$ cat src/rtl/ex_operand_stage_if.sv
// ID/EX operand-stage bus: decoded ID fields, forwarding sources and registered EX outputs.
interface ex_operand_stage_if #(
  parameter int XLEN = 64,
  parameter int REGW = 5
);
  logic            id_valid;
  logic [XLEN-1:0] id_pc, id_rs1_data, id_rs2_data, id_imm;
  logic [REGW-1:0] id_rs1, id_rs2, id_rd;
  logic [1:0]      id_aluop;
  logic [2:0]      id_funct3;
  logic            id_funct7_5, id_alusrc, id_regwrite, id_memread;
  logic            id_memwrite, id_memtoreg, id_branch;
  logic            exmem_regwrite, memwb_regwrite;
  logic [REGW-1:0] exmem_rd, memwb_rd;
  logic [XLEN-1:0] exmem_result, memwb_result;
  logic            ex_valid;
  logic [XLEN-1:0] ex_a, ex_b, ex_store_data, ex_pc;
  logic [3:0]      ex_alu_control;
  logic [REGW-1:0] ex_rd;
  logic            ex_regwrite, ex_memread, ex_memwrite, ex_memtoreg, ex_branch;
  logic            ex_decode_err, load_use_stall;

  modport master (
    output id_valid, id_pc, id_rs1_data, id_rs2_data, id_imm, id_rs1, id_rs2, id_rd,
           id_aluop, id_funct3, id_funct7_5, id_alusrc, id_regwrite, id_memread,
           id_memwrite, id_memtoreg, id_branch,
           exmem_regwrite, exmem_rd, exmem_result, memwb_regwrite, memwb_rd, memwb_result,
    input  ex_valid, ex_a, ex_b, ex_store_data, ex_pc, ex_alu_control, ex_rd,
           ex_regwrite, ex_memread, ex_memwrite, ex_memtoreg, ex_branch,
           ex_decode_err, load_use_stall
  );

  modport slave (
    input  id_valid, id_pc, id_rs1_data, id_rs2_data, id_imm, id_rs1, id_rs2, id_rd,
           id_aluop, id_funct3, id_funct7_5, id_alusrc, id_regwrite, id_memread,
           id_memwrite, id_memtoreg, id_branch,
           exmem_regwrite, exmem_rd, exmem_result, memwb_regwrite, memwb_rd, memwb_result,
    output ex_valid, ex_a, ex_b, ex_store_data, ex_pc, ex_alu_control, ex_rd,
           ex_regwrite, ex_memread, ex_memwrite, ex_memtoreg, ex_branch,
           ex_decode_err, load_use_stall
  );
endinterface

$ cat src/rtl/ex_operand_stage.sv
// ID/EX stage ahead of the RV64 ALU: registers decode fields, builds ALU control,
// forwards operands from EX/MEM and MEM/WB, and flags load-use hazards.
module ex_fwd_lane #(
  parameter int XLEN = 64,
  parameter int REGW = 5
) (
  input  logic [REGW-1:0] rs,
  input  logic [XLEN-1:0] data,
  input  logic            exmem_regwrite,
  input  logic [REGW-1:0] exmem_rd,
  input  logic [XLEN-1:0] exmem_result,
  input  logic            memwb_regwrite,
  input  logic [REGW-1:0] memwb_rd,
  input  logic [XLEN-1:0] memwb_result,
  output logic [XLEN-1:0] fwd
);
  always_comb begin
    fwd = data;
    if (exmem_regwrite && exmem_rd != '0 && exmem_rd == rs)      fwd = exmem_result;
    else if (memwb_regwrite && memwb_rd != '0 && memwb_rd == rs) fwd = memwb_result;
  end
endmodule

module ex_operand_stage #(
  parameter int XLEN = 64,
  parameter int REGW = 5
) (
  input  logic           clk,
  input  logic           rst,
  input  logic           stall,
  input  logic           flush,
  ex_operand_stage_if.slave bus
);
  typedef struct packed {
    logic regwrite, memread, memwrite, memtoreg, branch;
  } ctrl_t;

  logic                       valid_q, alusrc_q, dec_err_q, dec_err_d;
  logic [XLEN-1:0]            pc_q, imm_q;
  logic [REGW-1:0]            rd_q;
  logic [3:0]                 alu_ctl_q, alu_ctl_d;
  logic [1:0][XLEN-1:0]       rs_data_q, fwd;
  logic [1:0][REGW-1:0]       rs_idx_q;
  ctrl_t                      ctrl_q, id_ctrl;

  assign id_ctrl = {bus.id_regwrite, bus.id_memread, bus.id_memwrite,
                    bus.id_memtoreg, bus.id_branch};

  always_comb begin
    alu_ctl_d = 4'b0010;
    dec_err_d = 1'b0;
    case (bus.id_aluop)
      2'b01: case (bus.id_funct3)
        3'b000, 3'b001: alu_ctl_d = 4'b0110;
        3'b100, 3'b101: alu_ctl_d = 4'b0111;
        3'b110, 3'b111: alu_ctl_d = 4'b1100;
        default: begin
          alu_ctl_d = 4'b1111;
          dec_err_d = 1'b1;
        end
      endcase
      2'b10, 2'b11: case (bus.id_funct3)
        // immediate forms have no SUB; instr[30] there is part of the immediate
        3'b000: alu_ctl_d = (bus.id_funct7_5 && bus.id_aluop == 2'b10) ? 4'b0110 : 4'b0010;
        3'b001: alu_ctl_d = 4'b1001;
        3'b010: alu_ctl_d = 4'b0111;
        3'b011: alu_ctl_d = 4'b1100;
        3'b100: alu_ctl_d = 4'b1000;
        3'b101: alu_ctl_d = bus.id_funct7_5 ? 4'b1011 : 4'b1010;
        3'b110: alu_ctl_d = 4'b0001;
        default: alu_ctl_d = 4'b0000;
      endcase
      default: alu_ctl_d = 4'b0010;
    endcase
  end

  for (genvar l = 0; l < 2; l++) begin : g_fwd
    ex_fwd_lane #(.XLEN(XLEN), .REGW(REGW)) u_fwd (
      .rs             (rs_idx_q[l]),
      .data           (rs_data_q[l]),
      .exmem_regwrite (bus.exmem_regwrite),
      .exmem_rd       (bus.exmem_rd),
      .exmem_result   (bus.exmem_result),
      .memwb_regwrite (bus.memwb_regwrite),
      .memwb_rd       (bus.memwb_rd),
      .memwb_result   (bus.memwb_result),
      .fwd            (fwd[l])
    );
  end

  always_ff @(posedge clk) begin
    if (rst) begin
      valid_q   <= 1'b0;
      alusrc_q  <= 1'b0;
      dec_err_q <= 1'b0;
      pc_q      <= '0;
      imm_q     <= '0;
      rd_q      <= '0;
      alu_ctl_q <= 4'b0000;
      rs_data_q <= '0;
      rs_idx_q  <= '0;
      ctrl_q    <= '0;
    end else if (flush) begin
      valid_q   <= 1'b0;
      ctrl_q    <= '0;
      dec_err_q <= 1'b0;
      rd_q      <= '0;
    end else if (stall) begin
      // capture forwarded operands so they survive the producer leaving WB
      rs_data_q <= fwd;
    end else begin
      valid_q   <= bus.id_valid;
      alusrc_q  <= bus.id_alusrc;
      dec_err_q <= bus.id_valid & dec_err_d;
      pc_q      <= bus.id_pc;
      imm_q     <= bus.id_imm;
      rd_q      <= bus.id_rd;
      alu_ctl_q <= alu_ctl_d;
      rs_data_q <= {bus.id_rs2_data, bus.id_rs1_data};
      rs_idx_q  <= {bus.id_rs2, bus.id_rs1};
      ctrl_q    <= bus.id_valid ? id_ctrl : '0;
    end
  end

  assign bus.ex_valid       = valid_q;
  assign bus.ex_a           = fwd[0];
  assign bus.ex_b           = alusrc_q ? imm_q : fwd[1];
  assign bus.ex_store_data  = fwd[1];
  assign bus.ex_alu_control = alu_ctl_q;
  assign bus.ex_pc          = pc_q;
  assign bus.ex_rd          = rd_q;
  assign bus.ex_regwrite    = ctrl_q.regwrite;
  assign bus.ex_memread     = ctrl_q.memread;
  assign bus.ex_memwrite    = ctrl_q.memwrite;
  assign bus.ex_memtoreg    = ctrl_q.memtoreg;
  assign bus.ex_branch      = ctrl_q.branch;
  assign bus.ex_decode_err  = dec_err_q;

  assign bus.load_use_stall = valid_q & ctrl_q.memread & (rd_q != '0) & bus.id_valid &
                              ((bus.id_rs1 == rd_q) | ((bus.id_rs2 == rd_q) & ~bus.id_alusrc));
endmodule

$ cat src/flat_wrapper.sv
// flat-port wrapper written by rule: the top's interface ports become plain ports
module ex_operand_stage_flat 
#(
  parameter int XLEN = 64,
  parameter int REGW = 5
)
  (clk, rst, stall, flush, bus_id_valid, bus_id_pc, bus_id_rs1_data, bus_id_rs2_data, bus_id_imm, bus_id_rs1, bus_id_rs2, bus_id_rd, bus_id_aluop, bus_id_funct3, bus_id_funct7_5, bus_id_alusrc, bus_id_regwrite, bus_id_memread, bus_id_memwrite, bus_id_memtoreg, bus_id_branch, bus_exmem_regwrite, bus_exmem_rd, bus_exmem_result, bus_memwb_regwrite, bus_memwb_rd, bus_memwb_result, bus_ex_valid, bus_ex_a, bus_ex_b, bus_ex_store_data, bus_ex_pc, bus_ex_alu_control, bus_ex_rd, bus_ex_regwrite, bus_ex_memread, bus_ex_memwrite, bus_ex_memtoreg, bus_ex_branch, bus_ex_decode_err, bus_load_use_stall);
  ex_operand_stage_if #(.XLEN(XLEN), .REGW(REGW)) bus_i ();
  input  logic clk;
  input  logic rst;
  input  logic stall;
  input  logic flush;
  input wire logic [$bits(bus_i.id_valid)-1:0] bus_id_valid;
  input wire logic [$bits(bus_i.id_pc)-1:0] bus_id_pc;
  input wire logic [$bits(bus_i.id_rs1_data)-1:0] bus_id_rs1_data;
  input wire logic [$bits(bus_i.id_rs2_data)-1:0] bus_id_rs2_data;
  input wire logic [$bits(bus_i.id_imm)-1:0] bus_id_imm;
  input wire logic [$bits(bus_i.id_rs1)-1:0] bus_id_rs1;
  input wire logic [$bits(bus_i.id_rs2)-1:0] bus_id_rs2;
  input wire logic [$bits(bus_i.id_rd)-1:0] bus_id_rd;
  input wire logic [$bits(bus_i.id_aluop)-1:0] bus_id_aluop;
  input wire logic [$bits(bus_i.id_funct3)-1:0] bus_id_funct3;
  input wire logic [$bits(bus_i.id_funct7_5)-1:0] bus_id_funct7_5;
  input wire logic [$bits(bus_i.id_alusrc)-1:0] bus_id_alusrc;
  input wire logic [$bits(bus_i.id_regwrite)-1:0] bus_id_regwrite;
  input wire logic [$bits(bus_i.id_memread)-1:0] bus_id_memread;
  input wire logic [$bits(bus_i.id_memwrite)-1:0] bus_id_memwrite;
  input wire logic [$bits(bus_i.id_memtoreg)-1:0] bus_id_memtoreg;
  input wire logic [$bits(bus_i.id_branch)-1:0] bus_id_branch;
  input wire logic [$bits(bus_i.exmem_regwrite)-1:0] bus_exmem_regwrite;
  input wire logic [$bits(bus_i.exmem_rd)-1:0] bus_exmem_rd;
  input wire logic [$bits(bus_i.exmem_result)-1:0] bus_exmem_result;
  input wire logic [$bits(bus_i.memwb_regwrite)-1:0] bus_memwb_regwrite;
  input wire logic [$bits(bus_i.memwb_rd)-1:0] bus_memwb_rd;
  input wire logic [$bits(bus_i.memwb_result)-1:0] bus_memwb_result;
  output wire logic [$bits(bus_i.ex_valid)-1:0] bus_ex_valid;
  output wire logic [$bits(bus_i.ex_a)-1:0] bus_ex_a;
  output wire logic [$bits(bus_i.ex_b)-1:0] bus_ex_b;
  output wire logic [$bits(bus_i.ex_store_data)-1:0] bus_ex_store_data;
  output wire logic [$bits(bus_i.ex_pc)-1:0] bus_ex_pc;
  output wire logic [$bits(bus_i.ex_alu_control)-1:0] bus_ex_alu_control;
  output wire logic [$bits(bus_i.ex_rd)-1:0] bus_ex_rd;
  output wire logic [$bits(bus_i.ex_regwrite)-1:0] bus_ex_regwrite;
  output wire logic [$bits(bus_i.ex_memread)-1:0] bus_ex_memread;
  output wire logic [$bits(bus_i.ex_memwrite)-1:0] bus_ex_memwrite;
  output wire logic [$bits(bus_i.ex_memtoreg)-1:0] bus_ex_memtoreg;
  output wire logic [$bits(bus_i.ex_branch)-1:0] bus_ex_branch;
  output wire logic [$bits(bus_i.ex_decode_err)-1:0] bus_ex_decode_err;
  output wire logic [$bits(bus_i.load_use_stall)-1:0] bus_load_use_stall;
  assign bus_i.id_valid = bus_id_valid;
  assign bus_i.id_pc = bus_id_pc;
  assign bus_i.id_rs1_data = bus_id_rs1_data;
  assign bus_i.id_rs2_data = bus_id_rs2_data;
  assign bus_i.id_imm = bus_id_imm;
  assign bus_i.id_rs1 = bus_id_rs1;
  assign bus_i.id_rs2 = bus_id_rs2;
  assign bus_i.id_rd = bus_id_rd;
  assign bus_i.id_aluop = bus_id_aluop;
  assign bus_i.id_funct3 = bus_id_funct3;
  assign bus_i.id_funct7_5 = bus_id_funct7_5;
  assign bus_i.id_alusrc = bus_id_alusrc;
  assign bus_i.id_regwrite = bus_id_regwrite;
  assign bus_i.id_memread = bus_id_memread;
  assign bus_i.id_memwrite = bus_id_memwrite;
  assign bus_i.id_memtoreg = bus_id_memtoreg;
  assign bus_i.id_branch = bus_id_branch;
  assign bus_i.exmem_regwrite = bus_exmem_regwrite;
  assign bus_i.exmem_rd = bus_exmem_rd;
  assign bus_i.exmem_result = bus_exmem_result;
  assign bus_i.memwb_regwrite = bus_memwb_regwrite;
  assign bus_i.memwb_rd = bus_memwb_rd;
  assign bus_i.memwb_result = bus_memwb_result;
  assign bus_ex_valid = bus_i.ex_valid;
  assign bus_ex_a = bus_i.ex_a;
  assign bus_ex_b = bus_i.ex_b;
  assign bus_ex_store_data = bus_i.ex_store_data;
  assign bus_ex_pc = bus_i.ex_pc;
  assign bus_ex_alu_control = bus_i.ex_alu_control;
  assign bus_ex_rd = bus_i.ex_rd;
  assign bus_ex_regwrite = bus_i.ex_regwrite;
  assign bus_ex_memread = bus_i.ex_memread;
  assign bus_ex_memwrite = bus_i.ex_memwrite;
  assign bus_ex_memtoreg = bus_i.ex_memtoreg;
  assign bus_ex_branch = bus_i.ex_branch;
  assign bus_ex_decode_err = bus_i.ex_decode_err;
  assign bus_load_use_stall = bus_i.load_use_stall;
  ex_operand_stage #(.XLEN(XLEN), .REGW(REGW)) u_core (.clk(clk), .rst(rst), .stall(stall), .flush(flush), .bus(bus_i));
endmodule
$ cat config.mk
export PLATFORM = sky130hd
export DESIGN_NAME = ex_operand_stage_flat
export DESIGN_NICKNAME = d
export VERILOG_FILES = /design/src/rtl/ex_operand_stage_if.sv /design/src/rtl/ex_operand_stage.sv /design/src/flat_wrapper.sv
export SDC_FILE = /design/constraint.sdc
export NUM_CORES = 1
export LEC_CHECK = 0
export BUFFER_PORTS_ARGS = -buffer_cell sky130_fd_sc_hd__clkbuf_2
export CAP_MARGIN = 20
export CORE_AREA = 8 8 269 271
export CTS_CLUSTER_DIAMETER = 120
export DETAILED_ROUTE_END_ITERATION = 7
export DIE_AREA = 0 0 277 279
export GPL_TIMING_DRIVEN = 0
export MAX_ROUTING_LAYER = met4
export PLACE_DENSITY = 0.5
export SYNTH_ARGS = -nofsm -noshare
export SYNTH_HDL_FRONTEND = slang
export SYNTH_SLANG_ARGS = --single-unit
$ cat constraint.sdc
create_clock -name clk -period 1.8 [get_ports clk]
set_input_delay 0 -clock clk [delete_from_list [all_inputs] [get_ports clk]]
set_output_delay 0 -clock clk [all_outputs]
set_load 0.01 [all_outputs]
Word-level counts from Yosys, hierarchy flattened --
Index checks and enable logic that the tools add are counted.
Word-level totals: bits in registers 283, latch bits 0, memory bits (writable) 0, bits in read-only memories 0, output and inout bits 273, word-level logic and storage cells 74, memories 0
Cells by class: $add $sub $neg 0, $mul 0, div/mod/pow operators 0, $lt $le $gt $ge 0, equality and inequality tests 16, shifts and indexed selects 0, mux-type cells 14, bitwise logic cells 10, reduce and logical (&&, ||, !) cells 18
Operator list (number):
- 64-bit 2-to-1 mux | 5
- 128-bit 2-to-1 mux | 1
- 5-bit == test | 6
- 4-bit one-hot mux with 7 select lines | 1
- 5-bit nonzero test | 3
- 3-bit == test, second input constant | 4
- 4-bit one-hot mux with 3 select lines | 1
- 2-bit OR reduction | 5
- 4-bit one-hot mux with 2 select lines | 1
- 1-bit logical AND | 7
- 1-bit AND | 6
- 3-bit by 2-bit == test with 1-bit output, second input constant | 2
- 6-bit OR reduction | 1
- 5-bit 2-to-1 mux | 1
- 2-bit == test, second input constant | 2
- 3-bit by 1-bit == test with 1-bit output, second input constant | 1
- 3-bit zero test | 1
- 1-bit 2-to-1 mux | 3
- 3-bit 2-to-1 mux | 1
- 1-bit NOT | 3
- 2-bit by 1-bit == test with 1-bit output, second input constant | 1
- 2-bit AND reduction | 1
- 1-bit OR | 1

Depth between registers and ports, before layout --
depth in word-level cells 6, mapped depth 8, depth with buffers taken out 5

Modules after synthesis --
Synthesis repeated with hierarchy kept, for this count alone.
Second synthesis, totals: cell total of the unflattened synthesis 2158, area, all modules 16547.1 um^2
Modules (own cells, without submodules):
- ex_operand_stage | instances 1, cells each 1464, area each 12075.3 um^2, seq. area each 5665.4 um^2
- ex_fwd_lane | instances 2, cells each 347, area each 2235.9 um^2, seq. area each 0.0 um^2

Least setup slack after synthesis --
OpenSTA, ideal clock, no wires.
path kind reg2out, start point reg u_core.rs_idx_q[8] in the netlist's numbering, end point out bus_ex_b[0], arrival time 1.952 ns, required time 1.800 ns, setup slack -0.152 ns, cell stages (with the launch flop) 9, path buffers 3, cells stage by stage dfxtp_1 xnor2_1 nand3_1 clkbuf_1 buf_2 clkbuf_1 o31ai_1 a31oi_1 mux2_2
On the way: word-level cells in the longest chain between the ends 5
RTL lines:
- start: declaration | line ex_operand_stage.sv:43 | logic [1:0][REGW-1:0] rs_idx_q;
- start signal: assignment | line ex_operand_stage.sv:120 | rs_idx_q <= {bus.id_rs2, bus.id_rs1};
- 5-bit == test | line ex_operand_stage.sv:20 | else if (memwb_regwrite && memwb_rd != '0 && memwb_rd == rs) fwd = memwb_result;
- 1-bit logical AND | line ex_operand_stage.sv:20
- 64-bit 2-to-1 mux | line ex_operand_stage.sv:20
- 64-bit 2-to-1 mux * | line ex_operand_stage.sv:19 | if (exmem_regwrite && exmem_rd != '0 && exmem_rd == rs) fwd = exmem_result;
- net bus_ex_store_data[0] | line flat_wrapper.sv:39 | output wire logic [$bits(bus_i.ex_store_data)-1:0] bus_ex_store_data;
- 64-bit 2-to-1 mux * | line ex_operand_stage.sv:127 | assign bus.ex_b = alusrc_q ? imm_q : fwd[1];
- end: declaration | line flat_wrapper.sv:38 | output wire logic [$bits(bus_i.ex_b)-1:0] bus_ex_b;
Mark *: on every way through the listed nets, which the timed path passes. The rest lies on a longest branch.

Final worst setup path --
start point reg u_core.rs_idx_q[7] in the netlist's numbering, end point out bus_ex_b[20]
On the way: word-level cells in the longest chain between the ends 5
RTL lines (line):
- 5-bit == test | ex_operand_stage.sv:20
- 1-bit logical AND | ex_operand_stage.sv:20
- 64-bit 2-to-1 mux | ex_operand_stage.sv:20
- 64-bit 2-to-1 mux * | ex_operand_stage.sv:19
- 64-bit 2-to-1 mux * | ex_operand_stage.sv:127
Mark *: on every way between the ends. The rest lies on a longest branch, timed or not.

==> results.json <==
{
  "track_usage_pct": 27.8,
  "ant_nets": 0,
  "synth-edff-count": 0,
  "routed_wire_length_per_instance_um": 26.6,
  "ys.flop_type": "dfxtp_1",
  "finalCriticalPeriod_ns": 2.75,
  "grt_max_degree": 13,
  "final.setup.tns_ns": -246.85,
  "die_area_um2": 77300,
  "maxCapViolCount": 0,
  "die_h_um": 279,
  "synth_area_leaders": "dfxtp_1 (33%), nand2_1 (6.3%), o31ai_1 (5.7%)",
  "clkLatencyLatePin_ns": 0.57,
  "min_period_over_period_pct": 153,
  "path_clk_slew_ns": 0.06,
  "p_leak_nw": 13.8,
  "timing.final.ws_setup_ns": -0.952,
  "cp-start-kind": "register",
  "slew_headroom_pct": 21.2,
  "netlist.area_leader.share_pct": 33.5,
  "violations": "negative hold slack, negative setup slack",
  "utilization_pct": 48.4,
  "tightest_slew_ns": 1.18,
  "grt_pass1_vias": 23691,
  "tritoncts": "done",
  "hp-class": "input pin to register",
  "hold_viol": 2,
  "synthArstFlopShare_pct": 0,
  "synth_nets": 2586,
  "cts_buffer_depth": 3,
  "maxSlewViolCount": 0,
  "portBuffers": 696,
  "skew_ns": 0.0150,
  "rsz0062_at_grt": "yes",
  "stdcell_area_um2": 32900,
  "grt_first_pass_wirelength_mm": 160,
  "dpl.hpwl_mm": 84.4,
  "place_area_um2": 22400,
  "avgSynthCellArea_um2": 7.85,
  "synth.distinct_cells": 45,
  "cts-root-buf": "clkbuf_16",
  "ys_ff_latch": 283,
  "critPathCaptureType": "output port",
  "synth_cells": 2158,
  "dr.pass1.iters": 6,
  "io_pins": 701,
  "core_um2": 68000,
  "fp.dieW_um": 277,
  "gp_congestion": 0.943,
  "vdd_drop_max_mv": 0.716,
  "antenna_found_initial": 29,
  "htreeDepth": 2,
  "power_density_nw_per_um2": 669,
  "design.final.nets": 3785,
  "drt-initial-drc-count": 1749,
  "cp.required_ns": 1.80,
  "drive_gt1_share_pct": 43.3,
  "whs_ns": -0.0103,
  "cts_inserted_buffers": 39,
  "routed_via_density": 5.42,
  "cp.arrival_ns": 2.75,
  "synth_area_leader_cell": "dfxtp_1",
  "drc_errors": 0,
  "syn2layout_area_growth_pct": 94.3,
  "synth.yosys.seq_area_share_pct": 33.5,
  "clock-sinks": 283,
  "n_fill_cell": 6445,
  "path_max_fanout": 10,
  "start_util_pct": 24.9,
  "clock.fmax_ghz": 0.363,
  "wirelength_mm": 114,
  "num_vias": 23305,
  "yosys_warnings": 0,
  "pre_cts_slack_ns": -1.96,
  "status": "complete, but fails checks",
  "synthesis.area_um2": 16900,
  "grt_remaining_overflow": 0,
  "final-setup-viol-count": 462,
  "worstSetupPathType": "register to output port",
  "rows": 96
}
-- cell usage after synthesis, types with 2 or more instances --
cell type / count
a211oi_1: 2
a21o_1: 64
a21oi_1: 143
a22oi_1: 5
a311oi_1: 64
a31oi_1: 131
and3_1: 64
buf_1: 6
buf_2: 41
buf_6: 10
clkbuf_1: 201
dfxtp_1: 283
inv_1: 133
mux2_2: 64
mux2i_1: 6
nand2_1: 284
nand3_1: 3
nand3b_1: 65
nand4_1: 2
nor2_1: 20
nor2b_1: 2
nor3_1: 66
nor4_1: 64
o21ai_0: 57
o21ai_1: 11
o221a_1: 62
o221a_2: 2
o31a_1: 65
o31ai_1: 128
or4_1: 67
xnor2_1: 26
xor2_1: 4
-- report_power, final --
part / internal, mW / leakage, nW / switching [mW]
clock: 4.84 / 0.643 / 3.40
combinational: 3.17 / 10.8 / 3.76
sequential: 6.60 / 2.33 / 0.258
-- path summary, 6_finish.rpt --
path,slack [ns],endpoint,depth (start not counted),from
min,-0.01,u_core.rs_data_q[1]$_SDFFE_PP0N_,5,bus_memwb_result[1]
min reg2reg,0.45,u_core.imm_q[39]$_SDFFE_PP0P_,2,u_core.imm_q[39]$_SDFFE_PP0P_
max,-0.95,bus_ex_b[20],9,u_core.rs_idx_q[7]$_SDFFE_PP0P_
max reg2reg,-0.65,u_core.rs_data_q[90]$_SDFFE_PP0N_,8,u_core.rs_idx_q[7]$_SDFFE_PP0P_
-- repair_timing --
| item | CTS | global route |
|---|---|---|
| hold buffers | 361 | 0 |
| endpoints found under the hold margin | 283 | 0 |
| pin swaps | 91 | 111 |
| gates resized for setup | 549 | 479 |
| setup buffers | 32 | 48 |
| endpoints found under the setup margin | 465 | 463 |
| gates cloned | 6 | 11 |
-- critical path: stages (launching register included) --
cell and delay, ns:
dfxtp_4 0.37, xnor2_4 0.17, nand3_4 0.11, clkbuf_16 0.18, buf_12 0.15, buf_8 0.13, or4_4 0.51, a31oi_4 0.23
mux2_2 0.19, clkbuf_2 0.12
-- registers in the layout (all words and copies together) (netlist names) --
| name | count |
|---|---|
| u_core.bus.ex_decode_err | 1 |
| u_core.bus.ex_memwrite | 1 |
| u_core.rs_idx_q | 10 |
| u_core.bus.ex_rd | 5 |
| u_core.bus.ex_alu_control | 4 |
| u_core.bus.ex_memread | 1 |
| u_core.bus.ex_valid | 1 |
| u_core.bus.ex_pc | 64 |
| u_core.imm_q | 64 |
| u_core.rs_data_q | 128 |
| u_core.alusrc_q | 1 |
| u_core.bus.ex_branch | 1 |
| u_core.bus.ex_regwrite | 1 |
| u_core.bus.ex_memtoreg | 1 |
-- logic make-up after synthesis --
group | share of synthesized area, %
AOI/OAI and AO/OA | 31.2
and+or+nand+nor | 19.7
buffers and inverters | 9.54
DFF | 33.5
muxes | 4.61
xor gates and xnor gates | 1.55
-- stage by stage --
step	instances	total power, mW
floorplan	2158	9.24
global placement	3736	11.5
detailed placement	3744	11.5
CTS	4214	21.4
global route	4294	22.8
finish	4300	22.0
-- placed cells by master (no fill, tap or decap), drive strengths merged, types with 6 or more instances in the layout --
master       Yosys  final
nand3b          65     65
dfxtp          283    283
nor4            64     64
mux2i            6      6
nor3            66     66
a311oi          64     64
clkinvlp         0      6
o31ai          128    128
o31a            65     65
inv            133    133
mux2            64     64
a21oi          143    143
buf             59    247
o221a           64     64
xnor2           26     26
dlygate4sd3      0    361
a31oi          131    131
nor2            20     20
clkinv           0     13
a21o            64     64
and3            64     64
clkbuf         201    858
nand2          284    284
o21ai           69     69
diode            0     31
or4             67     67
-- cell type report --
cell class	instances	area, um2	share of cell area [%]
buffer	257	1940	5.89
tap	882	1100	3.35
sequential	283	5700	17.3
clock inverter	23	258	0.783
clock buffer	48	1070	3.25
inverter	133	503	1.53
timing repair buffer	1161	8620	26.2
multi-input combinational	1482	13600	41.4
antenna	31	77.6	0.236
-- metal layers --
| metal | part of all wire, % | up-vias | global-route usage, % |
|---|---|---|---|
| li1 | - | 10580 | - |
| met1 | 40 | 11314 | 32.9 |
| met2 | 47 | 1130 | 45.7 |
| met3 | 7.1 | 281 | 5.68 |
| met4 | 4.9 | 0 | 12.1 |
| met5 | 0 | - | - |
No activity file was read; power rests on OpenSTA's default activity.
